## src/rtl/uart_rx_param.sv

```systemverilog
// Parametrised UART receiver: 2-flop synchroniser, 3-sample majority vote, optional parity, 1/2 stop bits.
// Optional Break_Det output is built when UART_RX_BREAK_DET_EN is defined.
module uart_rx_param #(
  parameter int DATA_W  = 8,
  parameter int PRESC_W = 6
) (
  input  logic               CLK,
  input  logic               RST,
  input  logic               RX_IN,
  input  logic               PAR_EN,
  input  logic               PAR_TYP,
  input  logic               STOP2_EN,
  input  logic [PRESC_W-1:0] Prescale,
  output logic               Data_Valid,
  output logic [DATA_W-1:0]  P_DATA,
  output logic               Par_Err,
  output logic               Stp_Err
`ifdef UART_RX_BREAK_DET_EN
  ,
  output logic               Break_Det
`endif
);

  localparam int BC_W = 4;
  localparam logic [BC_W-1:0] LAST_BIT = BC_W'(DATA_W - 1);

  typedef enum logic [2:0] {IDLE, START, DATA, PARITY, STOP, DONE} state_t;

  // Handshake: none; Data_Valid/Par_Err/Stp_Err are single-cycle pulses, P_DATA is valid while Data_Valid=1 and held after.
  state_t state_q, state_d;
  logic [1:0]         sync_q;
  logic               rx_s;
  logic               armed_q, armed_d;
  logic [PRESC_W-1:0] p_q, p_d;
  logic               par_en_q, par_en_d, par_typ_q, par_typ_d, stop2_q, stop2_d;
  logic [PRESC_W-1:0] edge_q, edge_d;
  logic [BC_W-1:0]    bit_q, bit_d;
  logic               s0_q, s0_d, s1_q, s1_d, vote_q, vote_d;
  logic [DATA_W-1:0]  shift_q, shift_d;
  logic               par_bad_q, par_bad_d, stp_bad_q, stp_bad_d, allz_q, allz_d;
  logic               dv_q, dv_d, pe_q, pe_d, se_q, se_d;
  logic [DATA_W-1:0]  pdata_q, pdata_d;

  logic [PRESC_W-1:0] presc_c, mid;
  logic               at_lo, at_mid, at_hi, at_end, vote_now, vote, start_det, take_start;

  assign rx_s      = sync_q[1];
  assign presc_c   = (Prescale < PRESC_W'(4)) ? PRESC_W'(4) : Prescale;
  assign mid       = p_q >> 1;
  assign at_lo     = (edge_q == mid - PRESC_W'(1));
  assign at_mid    = (edge_q == mid);
  assign at_hi     = (edge_q == mid + PRESC_W'(1));
  assign at_end    = (edge_q == p_q - PRESC_W'(1));
  assign vote_now  = (s0_q & s1_q) | (s0_q & rx_s) | (s1_q & rx_s);
  // With P=4 the third sample and the bit end coincide, so use the live vote then.
  assign vote      = at_hi ? vote_now : vote_q;
  assign start_det = armed_q & ~rx_s;

  always_comb begin
    state_d    = state_q;
    armed_d    = armed_q;
    p_d        = p_q;
    par_en_d   = par_en_q;
    par_typ_d  = par_typ_q;
    stop2_d    = stop2_q;
    edge_d     = edge_q;
    bit_d      = bit_q;
    s0_d       = s0_q;
    s1_d       = s1_q;
    vote_d     = vote_q;
    shift_d    = shift_q;
    par_bad_d  = par_bad_q;
    stp_bad_d  = stp_bad_q;
    allz_d     = allz_q;
    dv_d       = 1'b0;
    pe_d       = 1'b0;
    se_d       = 1'b0;
    pdata_d    = pdata_q;
    take_start = 1'b0;

    if (state_q != IDLE && state_q != DONE) begin
      edge_d = at_end ? '0 : edge_q + PRESC_W'(1);
      if (at_lo)  s0_d   = rx_s;
      if (at_mid) s1_d   = rx_s;
      if (at_hi)  vote_d = vote_now;
    end

    case (state_q)
      IDLE: begin
        edge_d = '0;
        if (rx_s) armed_d = 1'b1;
        take_start = start_det;
      end
      START: begin
        if (at_end) begin
          bit_d   = '0;
          state_d = vote ? IDLE : DATA;
        end
      end
      DATA: begin
        if (at_hi) begin
          shift_d = {vote_now, shift_q[DATA_W-1:1]};
          allz_d  = allz_q & ~vote_now;
        end
        if (at_end) begin
          if (bit_q == LAST_BIT) begin
            bit_d   = '0;
            state_d = par_en_q ? PARITY : STOP;
          end else begin
            bit_d = bit_q + BC_W'(1);
          end
        end
      end
      PARITY: begin
        if (at_hi) begin
          if (vote_now != (^shift_q ^ par_typ_q)) par_bad_d = 1'b1;
          allz_d = allz_q & ~vote_now;
        end
        if (at_end) begin
          bit_d   = '0;
          state_d = STOP;
        end
      end
      STOP: begin
        if (at_end) bit_d = bit_q + BC_W'(1);
        // Finish on the final stop vote rather than the bit end, leaving slack to resync.
        if (at_hi) begin
          if (!vote_now) stp_bad_d = 1'b1;
          allz_d = allz_q & ~vote_now;
          if (bit_q == {{(BC_W-1){1'b0}}, stop2_q}) begin
            state_d = DONE;
            edge_d  = '0;
            armed_d = vote_now;
          end
        end
      end
      DONE: begin
        edge_d  = '0;
        state_d = IDLE;
        if (rx_s) armed_d = 1'b1;
        dv_d = ~par_bad_q & ~stp_bad_q;
        pe_d = par_bad_q;
        se_d = stp_bad_q;
        if (!par_bad_q && !stp_bad_q) pdata_d = shift_q;
        take_start = start_det;
      end
      default: state_d = IDLE;
    endcase

    if (take_start) begin
      state_d   = START;
      edge_d    = PRESC_W'(1);
      bit_d     = '0;
      p_d       = presc_c;
      par_en_d  = PAR_EN;
      par_typ_d = PAR_TYP;
      stop2_d   = STOP2_EN;
      par_bad_d = 1'b0;
      stp_bad_d = 1'b0;
      allz_d    = 1'b1;
    end
  end

  always_ff @(posedge CLK) begin
    if (RST) begin
      state_q   <= IDLE;
      sync_q    <= 2'b11;
      armed_q   <= 1'b0;
      p_q       <= PRESC_W'(4);
      par_en_q  <= 1'b0;
      par_typ_q <= 1'b0;
      stop2_q   <= 1'b0;
      edge_q    <= '0;
      bit_q     <= '0;
      s0_q      <= 1'b1;
      s1_q      <= 1'b1;
      vote_q    <= 1'b1;
      shift_q   <= '0;
      par_bad_q <= 1'b0;
      stp_bad_q <= 1'b0;
      allz_q    <= 1'b0;
      dv_q      <= 1'b0;
      pe_q      <= 1'b0;
      se_q      <= 1'b0;
      pdata_q   <= '0;
    end else begin
      state_q   <= state_d;
      sync_q    <= {sync_q[0], RX_IN};
      armed_q   <= armed_d;
      p_q       <= p_d;
      par_en_q  <= par_en_d;
      par_typ_q <= par_typ_d;
      stop2_q   <= stop2_d;
      edge_q    <= edge_d;
      bit_q     <= bit_d;
      s0_q      <= s0_d;
      s1_q      <= s1_d;
      vote_q    <= vote_d;
      shift_q   <= shift_d;
      par_bad_q <= par_bad_d;
      stp_bad_q <= stp_bad_d;
      allz_q    <= allz_d;
      dv_q      <= dv_d;
      pe_q      <= pe_d;
      se_q      <= se_d;
      pdata_q   <= pdata_d;
    end
  end

  assign Data_Valid = dv_q;
  assign P_DATA     = pdata_q;
  assign Par_Err    = pe_q;
  assign Stp_Err    = se_q;

`ifdef UART_RX_BREAK_DET_EN
  logic brk_q, brk_d;

  assign brk_d = (state_q == DONE) & stp_bad_q & allz_q;

  always_ff @(posedge CLK) begin
    if (RST) brk_q <= 1'b0;
    else     brk_q <= brk_d;
  end

  assign Break_Det = brk_q;
`endif

endmodule
```

## config.mk

```make
export PLATFORM = sky130hd
export DESIGN_NAME = uart_rx_param
export DESIGN_NICKNAME = d
export VERILOG_FILES = /design/src/rtl/uart_rx_param.sv
export SDC_FILE = /design/constraint.sdc
export NUM_CORES = 1
export LEC_CHECK = 0
export CORE_MARGIN = 4
export CORE_UTILIZATION = 65
export CTS_CLUSTER_SIZE = 24
export DETAILED_ROUTE_END_ITERATION = 6
export DONT_BUFFER_PORTS = 1
export HOLD_SLACK_MARGIN = 0.02
export PLACE_DENSITY_LB_ADDON = 0.2
export SLEW_MARGIN = 20
export SYNTH_ARGS = -nofsm -noshare
export SYNTH_HDL_FRONTEND = slang
export SYNTH_SLANG_ARGS = --single-unit
```

## constraint.sdc

```tcl
create_clock -name CLK -period 3.7 [get_ports CLK]
set_input_delay 0.37 -clock CLK [delete_from_list [all_inputs] [get_ports CLK]]
set_output_delay 0.37 -clock CLK [all_outputs]
set_load 0.03 [all_outputs]
```

# Yosys cells after proc, flatten, opt, wreduce, memory -nomap -nowiden
# Cells that the tools add are included.
[word_totals] in_bits=12 ff_bits=49 wordCells=121 output_inout_bits=11
[classes] eq_ne=29 add_sub_neg=5 muxes=28 bitwise_logic=14 n_reduce_logical=23 magnitude_cmp=1
[ops] cell="$mux W6" count=5
[ops] cell="$mux W3" count=7
[ops] cell="$ne A3 B3 Y1 const B" count=7
[ops] cell="$eq A6 B6 Y1" count=3
[ops] cell="$mux W4" count=4
[ops] cell="$ne A2 B2 Y1 const B" count=8
[ops] cell="$pmux W3 S5" count=1
[ops] cell="$reduce_and A7 Y1" count=2
[ops] cell="$pmux W4 S3" count=1
[ops] cell="$pmux W6 S2" count=1
[ops] cell="$reduce_and A2 Y1" count=4
[ops] cell="$reduce_and A4 Y1" count=2
[ops] cell="$reduce_or A2 Y1" count=4
[ops] cell="$reduce_xor A8 Y1" count=1
[ops] cell="$mux W1" count=7
[ops] cell="$add A5 B1 Y6 const B" count=1
[ops] cell="$add A6 B1 Y6 const B" count=1
[ops] cell="$eq A3 B2 Y1 const B" count=2
[ops] cell="$eq A3 B3 Y1 const B" count=2
[ops] cell="$eq A6 B5 Y1" count=1
[ops] cell="$lt A6 B3 Y1 const B" count=1
[ops] cell="$not A1 Y1" count=6
[ops] cell="$reduce_and A3 Y1" count=2
[ops] cell="$reduce_bool A3 Y1" count=2
[ops] cell="17 further kinds" count=25

# Depth between registers and ports, before layout
# Gate-level depths: netlist of run 1.
[depth] ltp_word=8 ltp_mapped=10 mapped_depth_nobuf=8

# Least setup slack after synthesis of run 1
# Ideal clock, no wire load.
[synth_path] path_type="flip-flop to flip-flop" startpoint="reg p_q[2]" endpoint="reg bit_q[2]" slack_ns=1.257 path_stages_with_launch=10 t_required_ns=3.630 setup_ns=0.070 path_buffers=1 arrival_ns=2.373 period_less_slack_ns=2.443 path_cell_list="dfxtp_1 clkbuf_8 inv_1 ha_1 a21boi_4 nand3_1 a2111oi_4 nand3_4 or4b_1 a21oi_1"
[synth_via] elab_chain_cells=4 elab_cells_between_ends=6 classes_between="add/sub (1); eq/ne (4); reduce/logical (1)"
[synth_lines] item="start: declaration" line="34" source="logic [PRESC_W-1:0] p_q, p_d;"
[synth_lines] item="start signal: assignment" line="190" source="p_q <= p_d;"
[synth_lines] item="$sub A6 B1 Y6 (*)" line="53" source="assign at_end = (edge_q == p_q - PRESC_W'(1));"
[synth_lines] item="$eq A6 B6 Y1 (*)" line="53"
[synth_lines] item="$ne A2 B2 Y1 (no source line) or $ne A2 B1 Y1 (tied branches)"
[synth_lines] item="$reduce_and A4 Y1 (no source line) (*)"
[synth_lines] item="end signal: assignment" line="195" source="bit_q <= bit_d;"
[synth_lines] item="end: declaration" line="37" source="logic [BC_W-1:0] bit_q, bit_d;"
# Mark *: on every way between the ends. The rest lies on a longest branch, timed or not.
# A chain may end at the register's enable or synchronous reset.

# Final worst setup path of run 1
# Same ends and word-level chain as after synthesis.

==> metrics, run 1 <==
status finished clean; fill count 322; Multi-input gate area 1570 µm²; Die W 72.4 µm; Buffers on Ports 0; Clock transition at path regs 0.09 ns; adder-cell share of the synthesized area 3.15%; Ys Warns 0; RR Startpoint p_q[2]$_SDFFE_PP1P_; Max Cap Violations 0; FF+latch area 981 µm²; IO Count 23; fin crit share 72.9%; Cell Count, Final, Fillers Out 338; largest net degree at the start of global routing 38; worst hold path cell count 1; critical path data required time 3.94 ns; largest cells by area after synthesis dfxtp_1 (36%), mux2i_1 (9.3%), xnor2_1 (6.2%), nor2_1 (5.6%), xor2_1 (4.2%); cell taking the most area after synthesis dfxtp_1; Hold Crit Class in2reg; R2R Path End bit_q[2]$_SDFFE_PP0P_; global-route wire length before repair 8.83 mm; Min-Delay Startpoint RST; critical-path maximum fanout 9; Setup Fix Bufs, Post-CTS 0; CTS H-tree lvls 2; arrival time at the worst endpoint 2.93 ns; first-pass detailed-route iteration total 4; Simple-Gate Fraction of Synth Area 21.3%; most common cell after layout, fill and taps aside dfxtp_1; top_reg_cell synth dfxtp_1; Async SR Flop Fraction 0%; clk sinks 49; Worst Hold End state_q[0]$_SDFFE_PP0P_; number of gates resized after CTS 0; Post-CTS Hold Fix Bufs 0; P per Cell Area 344 nW/µm²; layout cells sized above 1 7.99%; Avg Inst Size Synth 9.05 µm²; CP top delay family compound AO/OA/AOI/OAI gates; DRC errors left 0; Sum Neg Setup Slack 0 ns; register area share after synthesis 36.4%; vias in the first global route 1,932; CTS tree done; Unique masters post-synth 60; synthesized area 2700 µm²; largest family of logic cells by synthesized area simple AND/OR/NAND/NOR gates; gp weighted congestion 0.856; CP Capture Type flip-flop; via count 2,051; final worst slack 1.00 ns; xor-xnor portion of the synthesized cell area 10.4%; Core ar. 4000 µm²; full die area 5240 µm²; DRT antenna net count 0; vias per inst 6.07; TritonCTS Buffers 5; # diodes 0; Rel. slew slack 43.4%; Total Power 0.949 mW; mux share of post-synthesis cell area 9.28%; Compound-Gate Fraction of Synth Area 13.9%; placed insts 331; Least-Margin Pin Slew 0.839 ns; fmax 0.371 GHz; DP Wirelength 3.78 mm; Fin. Hold Viols 0; Chip Height 72.4 µm; critical path cell sequence inv_1 > ha_1 > a21boi_4 > a21o_2 > a2111oi_4 > nand3_4 > or4b_1 > a21oi_1; syn_nets 316; post-synthesis sequential element count 49; initial core utilization 67.4%; critical path class reg2reg; WP buf/inv 1; row count 23; r2r setup slk 1.00 ns; Comb pwr share 4.6%; Slowest-stage cell, CP a2111oi_4; Initial DRC Count 135; Worst-Skew Late Latency 0.30 ns; CTS root buf clkbuf_8; top cell type's share of synthesized area 36.4%; commonest cells after routing, fill and taps aside dfxtp_1 (49), nor2_1 (40), mux2i_1 (25); sequential power share 56.8%; clock power share 38.6%; clock tree buffer depth 2; final net count 306; WL per Instance 15.2 µm; initial antenna violation count 0; Final Slew Violations 0; internal power 0.747 mW; cells on worst reg2reg path 8; min Tclk post-route 2.70 ns; Psw 0.202 mW; total grt overflow 0; leak pwr 1.04 nW; post-layout util 69.0%; Post-synth EDFFs 0; GRT Total Usage 21.0%; Setup Slack @ Placement 1.01 ns; RSZ-0062 raised after global routing no; area delta synth->final 2.27%; worst vdd ir 0.000245 V; final setup fails 0; crit path launch type flip-flop; instance count of the mapped netlist 298; Sw Share 21.3%; CP peak stage delay 0.52 ns; Fin Clk Skew 0.00702 ns; final wirelength 5.15 mm
[Yosys cell counts, types with 5 or more instances]
cell type	number
o21ai_0	8
nand2b_1	5
clkbuf_1	6
xor2_1	13
inv_1	7
dfxtp_1	49
a21oi_1	11
nor2_1	40
mux2i_1	25
nand3_1	5
nor3_1	7
nand2_1	19
xnor2_1	19
ha_1	6
[cell families after synthesis]
| group | after synthesis |
|---|---|
| AO/OA/AOI/OAI | 48 |
| adder cells (fa/ha/maj) | 7 |
| AND/OR/NAND/NOR | 111 |
| multiplexers | 25 |
| XOR/XNOR | 32 |
| buffers and inverters | 26 |
| flip-flops | 49 |
[area by class of cell]
cell class / instances / area share, %
clock buffers: 5 / 2.49
clock inverters: 2 / 1.27
inverters: 7 / 0.952
multi-input cells: 223 / 56.9
flip-flops and latches: 49 / 35.6
well taps: 50 / 2.27
repair buffers: 2 / 0.544
[flip-flops by register name, indices dropped and copies added (netlist names)]
| signal | count |
|---|---|
| s0_q | 1 |
| Stp_Err | 1 |
| P_DATA | 8 |
| par_typ_q | 1 |
| par_en_q | 1 |
| bit_q | 4 |
| Par_Err | 1 |
| Data_Valid | 1 |
| edge_q | 6 |
| s1_q | 1 |
| state_q | 3 |
| p_q | 6 |
| par_bad_q | 1 |
| vote_q | 1 |
| shift_q | 8 |
| sync_q | 2 |
| armed_q | 1 |
| stp_bad_q | 1 |
| stop2_q | 1 |
[how the worst max path moves through the flow]
stage,start,depth (start not counted),slack (ns),to
after floorplan,p_q[2]$_SDFFE_PP1P_,9,1.26,bit_q[2]$_SDFFE_PP0P_
after global placement,p_q[2]$_SDFFE_PP1P_,8,1.13,bit_q[2]$_SDFFE_PP0P_
after detailed placement,p_q[2]$_SDFFE_PP1P_,8,1.01,bit_q[2]$_SDFFE_PP0P_
after CTS,p_q[2]$_SDFFE_PP1P_,8,1.00,bit_q[2]$_SDFFE_PP0P_
after global routing,p_q[2]$_SDFFE_PP1P_,8,0.86,bit_q[2]$_SDFFE_PP0P_
final,p_q[2]$_SDFFE_PP1P_,8,1.00,bit_q[2]$_SDFFE_PP0P_
[power groups by stage]
stage | sequential, mW | combinational [mW] | clock [mW]
2_1_floorplan | 0.547 | 0.0461 | 0
6_report | 0.539 | 0.0440 | 0.366
4_1_cts | 0.539 | 0.0438 | 0.373
5_1_grt | 0.540 | 0.0485 | 0.398
3_3_place_gp | 0.551 | 0.0430 | 0
3_5_place_dp | 0.551 | 0.0433 | 0
[per-layer routing]
layer	share of wire [%]	wire length, µm	track usage, %	vias to the layer above
met5	0	0	0	-
met3	5.5	285	4.85	8
met2	48	2470	34.2	49
met1	45	2310	27.4	975
met4	1.6	80	7.17	0
li1	-	-	-	1019
[through the flow]
stage | hold WS (ns) | area, µm²
floorplan | 0.389 | 2700
global placement | 0.391 | 2660
detailed placement | 0.393 | 2660
CTS | 0.128 | 2760
global route | 0.121 | 2760
finish | 0.134 | 2760
No activity file was read; power rests on OpenSTA's default activity.
==> run 2: changes to the inputs <==
- CORE_UTILIZATION: 65 -> 63
- clock period: 3.7 -> 2.65 ns (I/O delays scaled with it)
==> run 2 against run 1 <==
  * Sequential cell count unchanged
  * Non-clock buffer count is 11 higher
  * Worst setup slack worse by 0.77 ns
  * Count of clock-buffer cells in the layout increased by 1
  * Critical path depth is 1 higher
  * Die area increased by 2.8%
  * Critical endpoint is now shift_q[6]$_SDFFE_PP0P_
  * Highest routed layer unchanged
==> metrics, run 2 (same netlist as run 1, synthesis figures left out) <==
Clock transition at path regs 0.09 ns; leak pwr 1.08 nW; Rel. slew slack 45.7%; Max Cap Violations 0; worst vdd ir 0.000273 V; CTS tree done; Chip Height 73.4 µm; vias per inst 5.89; post-layout util 70.2%; Core ar. 4060 µm²; TritonCTS Buffers 5; Slowest-stage cell, CP dfxtp_1; clock tree buffer depth 2; most common cell after layout, fill and taps aside dfxtp_1; critical-path maximum fanout 8; DP Wirelength 3.94 mm; arrival time at the worst endpoint 2.62 ns; critical path class reg2reg; fmax 0.414 GHz; CTS H-tree lvls 2; Fin. Hold Viols 0; CP Capture Type flip-flop; global-route wire length before repair 9.37 mm; row count 23; clk sinks 49; total grt overflow 0; Least-Margin Pin Slew 0.806 ns; Sum Neg Setup Slack 0 ns; gp weighted congestion 0.912; initial core utilization 66.5%; Hold Crit Class in2reg; crit path launch type flip-flop; CP peak stage delay 0.46 ns; fill count 308; IO Count 23; final wirelength 5.53 mm; critical path cell sequence inv_1 > ha_1 > xnor2_1 > nor2b_1 > nand4_1 > nor4b_2 > buf_4 > mux2i_1 > nor2_1; first-pass detailed-route iteration total 4; Final Slew Violations 0; min Tclk post-route 2.42 ns; GRT Total Usage 22.0%; CTS root buf clkbuf_8; layout cells sized above 1 10.3%; area delta synth->final 5.57%; DRC errors left 0; vias in the first global route 2,014; P per Cell Area 460 nW/µm²; Fin Clk Skew 0.00246 ns; full die area 5390 µm²; DRT antenna net count 0; WL per Instance 15.8 µm; # diodes 0; Buffers on Ports 0; number of gates resized after CTS 0; via count 2,063; initial antenna violation count 0; Worst-Skew Late Latency 0.30 ns; critical path data required time 2.85 ns; commonest cells after routing, fill and taps aside dfxtp_1 (49), nor2_1 (40), mux2i_1 (25); final setup fails 0; largest net degree at the start of global routing 19; fin crit share 91.2%; status finished clean; final net count 317; Die W 73.4 µm; Initial DRC Count 172
run 2: changes by cell type in the layout (fill, tap and decap cells not counted):
cell and change:
clkinv_4 +1, clkbuf_8 +1, inv_6 +1, bufinv_16 -1, clkinv_2 -1, dlygate4sd3_1 +4, buf_4 +7
run 2: worst max-delay path: cells and delay by family (launching register included):
family                   cells  cell delay [ns]
flip-flops                   1             0.46
buffers and inverters        2             0.37
AND/OR/NAND/NOR              4             0.76
multiplexers                 1             0.23
XOR/XNOR                     1             0.17
adder cells (fa/ha/maj)      1             0.33
run 2: what timing repair did:
item / 4_1_cts / 5_1_grt
hold buffers: 2 / 2
setup buffers: 0 / 1
hold endpoints to repair: 18 / 3
setup endpoints to repair: 0 / 8
run 2: final timing paths:
| kind | slack (ns) | end | start | cells after the start |
|---|---|---|---|---|
| max reg2reg | 0.23 | shift_q[6]$_SDFFE_PP0P_ | p_q[1]$_SDFFE_PP0P_ | 9 |
| min | 0.02 | p_q[5]$_SDFFE_PP0P_ | RST | 1 |
| max | 0.23 | shift_q[6]$_SDFFE_PP0P_ | p_q[1]$_SDFFE_PP0P_ | 9 |
| min reg2reg | 0.42 | sync_q[1]$_SDFF_PP1_ | sync_q[0]$_SDFF_PP1_ | 1 |
run 2: layout make-up:
cell class	count	area, µm²	share of cell area (%)
Sequential cell	49	981	34.4
Inverter	7	26.3	0.923
Timing Repair Buffer	13	108	3.78
Tap cell	50	62.6	2.20
Multi-Input combinational cell	223	1570	55.1
Clock inverter	2	17.5	0.615
Clock buffer	6	82.6	2.90
run 2: through the flow:
step | area (µm²) | std cells | hold slack (ns) | total power, mW | setup WS, ns
after floorplan | 2700 | 298 | 0.369 | 0.828 | 0.207
after global placement | 2700 | 337 | 0.340 | 0.833 | 0.305
after detailed placement | 2700 | 337 | 0.341 | 0.834 | 0.211
after CTS | 2820 | 347 | 0.0210 | 1.31 | 0.171
after global routing | 2850 | 350 | 0.0210 | 1.35 | -0.00505
final | 2850 | 350 | 0.0234 | 1.31 | 0.232
run 2: power breakdown:
group / leakage, nW / total (mW) / internal [mW] / switching [mW]
clock network: 0.0518 / 0.480 / 0.217 / 0.263
registers: 0.396 / 0.752 / 0.742 / 0.00950
logic: 0.636 / 0.0774 / 0.0334 / 0.0440
run 2: layer usage:
metal,vias to the layer above,part of all wire (%),global-route usage [%]
li1,1038,-,-
met1,964,43,29.1
met2,53,49,36.9
met3,8,5.4,3.42
met4,0,1.7,6.44
met5,-,0,0
==> run 3: changes to the inputs <==
- ABC_AREA: not set -> 1
- CORE_MARGIN: 4 -> 3
==> run 3 against run 2 <==
  * Cell area fell by 1.5%
  * Die area fell by 6.9%
  * Highest routed layer unchanged
  * Clock power rose by 10%
  * Total power rose by 14%
  * Largest power group unchanged
  * Non-clock buffer count fell by 11
  * Worst setup slack improved by 0.31 ns
  * Final cell count rose by 25%
  * Global-route usage rose by 2.3 points
  * Largest cell class unchanged
  * Combinational power rose to 2.6 times the previous value
  * Synthesized cell count rose by 30%
==> metrics, run 3 <==
Sum Neg Setup Slack 0 ns; global-route wire length before repair 9.98 mm; largest net degree at the start of global routing 18; Die W 70.8 µm; clk sinks 49; Hold Crit Class in2reg; via count 2,421; Worst-Skew Late Latency 0.30 ns; area delta synth->final 5.86%; WL per Instance 13.3 µm; Ys Warns 0; IO Count 23; gp weighted congestion 0.942; fin crit share 79.5%; worst vdd ir 0.000352 V; instance count of the mapped netlist 387; syn_nets 405; initial antenna violation count 0; CTS tree done; CTS root buf clkbuf_8; Setup Slack @ Placement 0.598 ns; layout cells sized above 1 8.95%; Total Power 1.50 mW; row count 22; Setup crit start p_q[1]$_SDFFE_PP0P_; Unique masters post-synth 34; initial core utilization 68.7%; critical-path maximum fanout 5; DRC errors left 0; Synth top cells by count nand2_1 (83), inv_1 (50), dfxtp_1 (49), nand3_1 (33); final setup fails 0; Buffers on Ports 0; Rel. slew slack 48.8%; most common cell after layout, fill and taps aside nand2_1; vias in the first global route 2,308; RSZ-0062 raised after global routing no; final worst slack 0.542 ns; GRT Total Usage 24.3%; post-synthesis sequential element count 49; Post-synth EDFFs 0; crit path launch type flip-flop; TritonCTS Buffers 5; clock tree buffer depth 2; top cell type's share of synthesized area 37.0%; status finished clean; top_reg_cell synth dfxtp_1; synthesized area 2650 µm²; critical path data required time 2.89 ns; first-pass detailed-route iteration total 5; CP Capture Type flip-flop; register area share after synthesis 37.0%; arrival time at the worst endpoint 2.34 ns; final wirelength 5.82 mm; DRT antenna net count 0; Final Slew Violations 0; Min-Delay Startpoint RX_IN; Cell Count, Final, Fillers Out 439; vias per inst 5.51; Max Cap Violations 0; # diodes 0; placed insts 429; Clock transition at path regs 0.09 ns; DP Wirelength 4.34 mm; most common cell in the netlist nand2_1; final net count 408; leak pwr 1.18 nW; Fin. Hold Viols 0; fmax 0.474 GHz; Fin Clk Skew 0.00761 ns; Least-Margin Pin Slew 0.764 ns; Chip Height 70.8 µm; Initial DRC Count 178; min Tclk post-route 2.11 ns; Async SR Flop Fraction 0%; critical path class reg2reg; CTS H-tree lvls 2; commonest cells after routing, fill and taps aside nand2_1 (83), inv_1 (50), dfxtp_1 (49); Core ar. 3850 µm²; full die area 5020 µm²; P per Cell Area 534 nW/µm²; total grt overflow 0; Avg Inst Size Synth 6.84 µm²; largest cells by area after synthesis dfxtp_1 (37%), nand2_1 (12%), inv_1 (7.1%), nand3_1 (6.2%), o21ai_0 (5.9%); cell taking the most area after synthesis dfxtp_1; RR Startpoint p_q[1]$_SDFFE_PP0P_
## run 3: changes by cell type after synthesis, sizes merged, moves of 8 or more
cell	before	now
inv	7	58
xnor2	19	7
nand3	6	33
clkbuf	10	2
a21oi	11	28
mux2i	25	0
nand2	19	92
o21ai	8	34
## run 3: critical path: stages (launching register included)
cell     delay, ns
dfxtp_1       0.36
inv_1         0.16
ha_1          0.28
nand2_1       0.09
nor2_2        0.14
nand3_1       0.10
nand2_1       0.07
nand2_1       0.11
nor2_2        0.16
nand2_1       0.10
nand2_1       0.09
inv_1         0.05
nor2_2        0.14
nand2_1       0.08
a21oi_2       0.11
## run 3: stage by stage
stage	area, µm²	hold slack (ns)	utilization [%]
6_report	2800	0.0579	72.8
5_1_grt	2800	0.0517	72.8
4_1_cts	2790	0.0205	72.5
3_5_place_dp	2670	0.342	69.4
3_3_place_gp	2670	0.339	69.4
2_1_floorplan	2650	0.369	-
## run 3: repair_timing
action,in CTS,in global routing
buffers inserted,0,0
hold buffers,1,1
resized for setup,0,0
endpoints found under the setup margin,0,0
hold endpoints to repair,5,1
## run 3: area by class of cell
| class | instances | area (µm²) |
|---|---|---|
| well taps | 48 | 60.1 |
| repair buffers | 2 | 20.0 |
| clock buffers | 6 | 72.6 |
| multi-input cells | 274 | 1410 |
| fillers | 335 | 1050 |
| inverters | 58 | 218 |
| flip-flops and latches | 49 | 981 |
| clock inverters | 2 | 38.8 |
## run 3: power by group
| part | switching, mW | leakage, nW | total, mW | internal [mW] |
|---|---|---|---|---|
| registers | 0.0161 | 0.396 | 0.769 | 0.753 |
| clock network | 0.247 | 0.0554 | 0.530 | 0.283 |
| logic | 0.134 | 0.726 | 0.198 | 0.0641 |
| total | 0.397 | 1.18 | 1.50 | 1.10 |
## run 3: path summary, 6_finish.rpt
| path | slack, ns | end | cells past startpoint |
|---|---|---|---|
| setup / recovery | 0.54 | state_q[1]$_SDFFE_PP0P_ | 14 |
| hold / removal | 0.06 | sync_q[0]$_SDFF_PP1_ | 1 |
| setup reg to reg | 0.54 | state_q[1]$_SDFFE_PP0P_ | 14 |
| hold reg to reg | 0.42 | sync_q[1]$_SDFF_PP1_ | 1 |
## run 3: cells by family after synthesis
| logic type | after synthesis | share of synthesized area [%] |
|---|---|---|
| xor+xnor | 17 | 5.62 |
| flops | 49 | 37.0 |
| buf+inv | 64 | 9.59 |
| simple gates | 184 | 31.6 |
| compound gates | 67 | 13.3 |
| fa+ha+maj | 6 | 2.83 |
## run 3: routing by layer
| metal | wire (µm) | part of all wire [%] | vias to the layer above | track usage [%] |
|---|---|---|---|---|
| met2 | 2800 | 48 | 67 | 40.8 |
| met1 | 2600 | 45 | 1099 | 31.6 |
| met3 | 345 | 5.9 | 9 | 4.40 |
| met5 | 0 | 0 | - | 0 |
| met4 | 72 | 1.2 | 0 | 8.14 |
| li1 | - | - | 1246 | - |
